File: src/rtl/skew_buffer.sv
// skew_buffer: per-lane delay line, lane k delays by De + k*SKEW enable events (De = clamped dly).
// Latency: L_k en events; outputs registered, en-to-output one clock edge; no input-to-output comb path.
// No backpressure: en low freezes every lane. Define SKEW_BUFFER_VLD_EN to store and delay the valid sideband.
module skew_buffer #(
  parameter int LANES = 8,
  parameter int BITS  = 8,
  parameter int DEPTH = 8,
  parameter int SKEW  = 1
) (
  input  logic                       i_clk,
  input  logic                       i_rst,
  input  logic                       i_clr,
  input  logic                       i_en,
  input  logic [$clog2(DEPTH+1)-1:0] i_dly,
  input  logic [LANES*BITS-1:0]      i_d,
  input  logic [LANES-1:0]           i_vld_in,
  output logic [LANES*BITS-1:0]      o_q,
  output logic [LANES-1:0]           o_vld_out,
  output logic                       o_primed
);

  localparam int CMAX = DEPTH + (LANES-1)*SKEW;
  localparam int CW   = $clog2(CMAX+1);

  logic [CW-1:0] r_cnt;
  logic [CW-1:0] w_cnt_nxt;
  logic [CW-1:0] w_de;
  logic          r_primed;

  // Clamp the requested base delay into 1..DEPTH.
  always_comb begin
    w_de = CW'(i_dly);
    if (i_dly == '0) begin
      w_de = CW'(1);
    end else if (CW'(i_dly) > CW'(DEPTH)) begin
      w_de = CW'(DEPTH);
    end
  end

  // Fill count after this cycle's en; saturates once the longest lane can be full.
  always_comb begin
    w_cnt_nxt = r_cnt;
    if (i_en && (r_cnt != CW'(CMAX))) begin
      w_cnt_nxt = r_cnt + CW'(1);
    end
  end

  // Fill counter and primed flag; primed follows dly changes even while en is low.
  always_ff @(posedge i_clk) begin
    if (i_rst || i_clr) begin
      r_cnt    <= '0;
      r_primed <= 1'b0;
    end else begin
      r_cnt    <= w_cnt_nxt;
      r_primed <= (w_cnt_nxt >= (w_de + CW'((LANES-1)*SKEW)));
    end
  end

  assign o_primed = r_primed;

`ifndef SKEW_BUFFER_VLD_EN
  // Valid sideband is not stored in this build.
  logic w_unused_vld;
  assign w_unused_vld = ^i_vld_in;
`endif

  genvar g;
  for (g = 0; g < LANES; g++) begin : g_lane
    // Line holds L-1 history entries; the output register supplies the last stage.
    localparam int LMAX = DEPTH + g*SKEW;
    localparam int LEN  = (LMAX > 1) ? (LMAX - 1) : 1;

    logic [BITS-1:0] r_line [LEN];
    logic [BITS-1:0] r_q;
    logic [BITS-1:0] w_tap;
    logic [CW-1:0]   w_lk;
    logic            r_vld;

    assign w_lk = w_de + CW'(g*SKEW);

    // Tap select: latency 1 takes the live input, latency L takes line entry L-2.
    always_comb begin
      w_tap = i_d[g*BITS +: BITS];
      for (int i = 0; i < LEN; i++) begin
        if (w_lk == CW'(i+2)) w_tap = r_line[i];
      end
    end

    // Shift the data line and capture the tap on each en event.
    always_ff @(posedge i_clk) begin
      if (i_rst || i_clr) begin
        for (int i = 0; i < LEN; i++) r_line[i] <= '0;
        r_q <= '0;
      end else if (i_en) begin
        r_line[0] <= i_d[g*BITS +: BITS];
        for (int i = 1; i < LEN; i++) r_line[i] <= r_line[i-1];
        r_q <= w_tap;
      end
    end

`ifdef SKEW_BUFFER_VLD_EN
    logic [LEN-1:0] r_vline;
    logic           w_vtap;

    // Valid tap mirrors the data tap.
    always_comb begin
      w_vtap = i_vld_in[g];
      for (int i = 0; i < LEN; i++) begin
        if (w_lk == CW'(i+2)) w_vtap = r_vline[i];
      end
    end

    // Shift the valid line alongside the data line.
    always_ff @(posedge i_clk) begin
      if (i_rst || i_clr) begin
        r_vline <= '0;
        r_vld   <= 1'b0;
      end else if (i_en) begin
        r_vline[0] <= i_vld_in[g];
        for (int i = 1; i < LEN; i++) r_vline[i] <= r_vline[i-1];
        r_vld <= w_vtap;
      end
    end
`else
    // Without stored valids, a lane is valid once it has filled since reset/clr.
    always_ff @(posedge i_clk) begin
      if (i_rst || i_clr) begin
        r_vld <= 1'b0;
      end else begin
        r_vld <= (w_cnt_nxt >= w_lk);
      end
    end
`endif

    assign o_q[g*BITS +: BITS] = r_q;
    assign o_vld_out[g]        = r_vld;
  end

endmodule

File: config.mk
export PLATFORM = sky130hd
export DESIGN_NAME = skew_buffer
export DESIGN_NICKNAME = d
export VERILOG_FILES = /design/src/rtl/skew_buffer.sv
export SDC_FILE = /design/constraint.sdc
export NUM_CORES = 1
export LEC_CHECK = 0
export CAP_MARGIN = 20
export CORE_MARGIN = 3
export CORE_UTILIZATION = 30
export DETAILED_ROUTE_END_ITERATION = 6
export GPL_ROUTABILITY_DRIVEN = 0
export SLEW_MARGIN = 20
export SYNTH_ARGS = -nofsm -noshare
export SYNTH_HDL_FRONTEND = slang
export SYNTH_SLANG_ARGS = --single-unit
export TNS_END_PERCENT = 30
File: constraint.sdc
create_clock -name i_clk -period 40.4 [get_ports i_clk]
set_input_delay 8.08 -clock i_clk [delete_from_list [all_inputs] [get_ports i_clk]]
set_output_delay 8.08 -clock i_clk [all_outputs]
set_load 0.01 [all_outputs]
## Word-level counts from Yosys, hierarchy flattened

Memories as Yosys holds them, arrays and structs flattened.
Index checks and enable logic that the tools add are counted.

- Flip-flop bits (word level): 76
- Bits in writable memories: 672
- Input port bits: 80
- Output and inout port bits: 73
- Word-level logic and storage cells: 390
- Memories: 8

- Add/subtract/negate cells: 8
- Magnitude comparators: 9
- Equality and inequality tests: 85
- Multiplexer cells: 176
- Bitwise operators: 84
- Reduce and logical (&&, ||, !) cells: 3

Memories:

| memory | depth | width | rd ports | clocked after Yosys merged registers in | wr ports | line | text |
|---|---|---|---|---|---|---|---|
| g_lane[7].r_line | 14 | 8 | 14 | 0 | 14 | 73 | `logic [BITS-1:0] r_line [LEN];` |
| g_lane[6].r_line | 13 | 8 | 13 | 0 | 13 | 73 |  |
| g_lane[5].r_line | 12 | 8 | 12 | 0 | 12 | 73 |  |
| g_lane[4].r_line | 11 | 8 | 11 | 0 | 11 | 73 |  |
| g_lane[3].r_line | 10 | 8 | 10 | 0 | 10 | 73 |  |
| g_lane[2].r_line | 9 | 8 | 9 | 0 | 9 | 73 |  |
| 2 more memories | n/a | n/a | n/a | n/a | n/a | n/a |  |

Operators by type and width:

| cell | number |
|---|---|
| two-way mux 8 bit | 168 |
| == test 4 bit, second input constant | 36 |
| == test 4 x 3 -> 1 bit, second input constant | 32 |
| bitwise OR 1 bit | 84 |
| == test 4 x 2 -> 1 bit, second input constant | 16 |
| greater-or-equal comparator 4 bit | 8 |
| adder 4 x 3 -> 4 bit, second input constant | 4 |
| two-way mux 4 bit | 3 |
| adder 4 x 1 -> 4 bit, second input constant | 2 |
| adder 4 x 2 -> 4 bit, second input constant | 2 |
| two-way mux 1 bit | 5 |
| greater-than comparator 4 bit, second input constant | 1 |
| logical NOT 4 bit | 1 |
| inequality test 4 bit, second input constant | 1 |
| logical AND 1 bit | 1 |
| logical OR 1 bit | 1 |

## Longest topological paths before layout

- Depth after elaboration: 19
- Depth in mapped cells: 18
- Gate-level depth less buffers: 12

## Worst setup path after synthesis

OpenSTA, ideal clock, no wires.

- Path type: input to register
- Start point: input port i_clr
- End point: memory g_lane[0].r_line[0][0], enable pin
- Library setup time: 1.012 ns
- Arrival time: 21.782 ns
- Data required time: 39.388 ns
- Setup slack: 17.606 ns
- Stages: 6
- Buffers on the path: 3
- Cells stage by stage: or2_2 clkbuf_1 nor2_1 clkbuf_1 clkbuf_1 inv_1

RTL lines:

| element | line | text |
|---|---|---|
| from (decl) | 12 | `input logic i_clr,` |
| to (decl) | 73 |  |

## Worst setup path after layout

- Start point: input port i_dly[3]
- End point: register g_lane[6].r_q[7]

- Longest elaborated chain between the ends: 18
- Elaborated cells on any way between the ends: 31
- Classes of those cells: add/sub (1); order compare (1); eq/ne (13); mux (15); reduce/logical (1)

RTL lines:

| element | line | text |
|---|---|---|
| from (decl) | 14 | `input logic [$clog2(DEPTH+1)-1:0] i_dly,` |
| greater-than comparator 4 bit | 35 | `end else if (CW'(i_dly) > CW'(DEPTH)) begin` |
| two-way mux 4 bit | 35 |  |
| two-way mux 4 bit (*) | 33 | `if (i_dly == '0) begin` |
| adder 4 x 3 -> 4 bit (*) | 79 | `assign w_lk = w_de + CW'(g*SKEW);` |
| == test 4 x 2 -> 1 bit | 85 | `if (w_lk == CW'(i+2)) w_tap = r_line[i];` |
| two-way mux 8 bit (12 in series) | 85 |  |
| two-way mux 8 bit (*) | 85 |  |
| to (signal assigned) | 97 | `r_q <= w_tap;` |
| to (decl) | 74 | `logic [BITS-1:0] r_q;` |

Mark *: on every way between the ends. The rest lies on a longest branch, timed or not.
A chain may end at the register's enable or synchronous reset.

==> impl_metrics.toml <==
[logic_synthesis]
synth_area_um2 = 36000
synthMuxAreaShare_pct = 0.644
synth_compound_gate_area_share_pct = 15.5
synth_seq_cells = 748
yosys.area_share.simple_pct = 18.0
synth_edf_count = 672
syn_inst = 3149
synth_xor_area_share_pct = 0.261
yosys_warnings = 0
synth_top_family_by_area = "simple AND/OR/NAND/NOR gates"
ys.flop_type = "edfxtp_1"
ys_async_sr_fraction_pct = 0
yosys-top-cells-area = "edfxtp_1 56%, and3_1 9.9%, dfxtp_1 4.2%"
synth_adder_area_share_pct = 1.14
seq_area_frac_synth_pct = 60.4
synth_nets = 3261
synth_top_area_share_pct = 56.1
synth_cell_types = 89
yosysTopAreaCell = "edfxtp_1"
synth_area_per_cell_um2 = 11.4

[clock_tree]
cts_resized = 0
post_cts_buffers = 0
clockBufferDepth = 3
cts_tree = "done"
cts_root_buffer = "clkbuf_16"
cts_hold_buf = 0
htreeDepth = 3
cts_sinks = 748
cts_buffers = 76
path_clk_slew_ns = 0.06
insertion_delay_ns = 0.65

[floorplanning]
die_y_um = 352
die_x_um = 352
fp.dieArea_um2 = 124000
ios = 153
core.rowCount = 126
initial_core_util_pct = 30.3
core_area_um2 = 119000

[setup_path]
critical_path.max_stage_delay_ns = 0.67
path_depth = 14
crit_arrival_ns = 12.91
path_cells = "clkdlybuf4s50_1 > buf_4 > inv_1 > nand2_1 > inv_1 > ha_4 > inv_2 > buf_4 > nand2_1 > o21ai_2 > and3_1 > o21ai_0 > o211ai_1 > o21ai_0"
path_buf_inv = 6
cp-end-kind = "flop"
reg2regPathDepth = 9
required_ns = 40.89
crit_type = "input port to flop"
worst-r2r-setup-slack_ns = 37.68
crit_family = "buffers and inverters"
slowest_stage = "buf_4"
worstPathMaxFanout = 42
cp-start-kind = "input port"

[power]
p_per_area_nw_per_um2 = 43.9
vdd_drop_max_uv = 28.3
p_leak_nw = 17.1

[routing]
routed-via-count = 26500
wire_per_inst_um = 22.7
drt_first_pass_iters = 7
top_layer_used = "met5"
wl_met1_um = 46700
wl_um = 109000
routed-wl-met2_um = 49600
drcViolationCount = 0
viasPerCell = 5.53
dr_wl_met3_um = 8690
ant_nets = 0
initialDrtViolationCount = 3353

[sta]
period_share_pct = 30.7
fmax_ghz = 0.0805
slew_headroom_pct = 16.9
rsz0062_at_grt = "no"
min_period_ns = 12.42
tns_ns = 0
fin_hold_ws_ns = 0.448
skew_ns = 0.0243
hold_viol_final = 0
setup_violations = 0
max_slew.worst_pin.slew_ns = 1.24
slew_viol_final = 0

[global_routing]
grt_pass1_vias = 25500
grt_start_max_net_pins = 267
antenna_found_initial = 7
track_usage_pct = 16.8
grt-ovfl-total = 0
grt_pass1_wl_um = 164000

[outcome]
status = "completed"

[flow_run]
maxCapViolCount = 0

[final_layout]
nNetsFinal = 3235
drive_gt1_share_pct = 7.38
area.growth.synth_to_final_pct = 14.5

[hold_path]
holdPathStages = 2
hp-class = "flop to flop"

[place]
post-dp-hpwl_um = 65500
io_buffers = 144
[logic make-up after synthesis]
kind of cell / Yosys count
AOI/OAI and AO/OA: 821
muxes: 23
adders and majority gates: 33
DFF: 748
buffers and inverters: 344
xor gates and xnor gates: 6
and+or+nand+nor: 1174
[area by class of cell]
| type | instances | area, µm² |
|---|---|---|
| fillers | 11700 | 77400 |
| flip-flops and latches | 748 | 21700 |
| multi-input cells | 2057 | 12900 |
| clock buffers | 100 | 2100 |
| well taps | 1600 | 2000 |
| repair buffers | 195 | 1870 |
| clock inverters | 40 | 435 |
| inverters | 45 | 179 |
| diodes | 1 | 2.50 |
[metal layers]
layer	vias up	track usage, %
li1	12100	-
met1	13200	23.2
met2	1058	26.1
met3	177	3.19
met4	8	6.17
met5	-	0
[final timing paths]
check | startpoint | to
max | i_dly[3] | g_lane[6].r_q[7]
min reg2reg | g_lane[1].r_q[1] | g_lane[1].r_q[1]
max reg2reg | r_cnt[0] | g_lane[6].r_vld
min | g_lane[1].r_q[1] | g_lane[1].r_q[1]
[metrics by stage]
stage                     util [%]  power (mW)  cells  cell area, µm²  setup WS [ns]
final                         34.7        1.81   4786           41200          27.98
after global routing          34.7        1.87   4785           41200          27.82
after CTS                     34.7        1.82   4785           41100          28.00
after detailed placement      32.6        1.10   4645           38600          27.34
after global placement        32.6        1.09   4645           38600          27.37
after floorplan                  -        1.03   3149           36000          17.61
[worst register-to-register path, cell delays in order, from the launching register on]
cell	delay [ns]
dfxtp_1	0.34
ha_1	0.24
nand3_1	0.09
nand2_1	0.09
inv_1	0.13
nand4_1	0.13
xnor2_1	0.91
ha_1	0.40
a21oi_1	0.15
nor2_1	0.09
[cell usage after synthesis (all sizes together) (5+ instances only)]
library cell	count
edfxtp	672
and3	570
clkbuf	200
nand2	177
nor2	174
a21oi	171
o21ai	170
and2	109
buf	99
dfxtp	76
o22ai	67
inv	44
o221ai	44
a22oi	42
nand3	41
a31oi	40
a221oi	36
nor3	36
ha	32
o211ai	28
a211oi	26
a21o	23
mux2i	22
nand2b	19
a221o	18
o311ai	14
nor2b	13
o31ai	13
a2bb2oi	12
a311oi	12
a222oi	10
a22o	9
o221a	9
o32ai	9
a41oi	8
nor4	8
o21a	8
a32oi	7
o2111ai	7
or2	7
o21bai	5
or3	5
[power by group]
group	switching (mW)	internal (mW)	total, mW
combinational	0.130	0.0588	0.188
clock	0.312	0.415	0.727
sequential	0.0173	0.876	0.893
total	0.459	1.35	1.81
[flip-flops by register name (all words and copies together), names as in the netlist]
signal / count
g_lane.r_vld: 8
g_lane.r_q: 64
g_lane.r_line: 672
r_cnt: 4
[placed cells by master, fill, tap and decap left out, types with 36 or more instances in the layout]
cell             Yosys  final
and3_1             570    570
nor2_1             170    166
o21ai_0            148    148
nand3_1             37     37
buf_4               14     48
a21oi_1            169    169
a31oi_1             39     38
a221oi_1            36     36
dfxtp_1             76     76
o22ai_1             66     66
a22oi_1             41     41
o221ai_1            44     44
nand2_1            177    177
clkbuf_16            0     76
and2_1             109    109
clkdlybuf4s50_1      0    143
edfxtp_1           672    672
No activity file was read; power rests on OpenSTA's default activity.
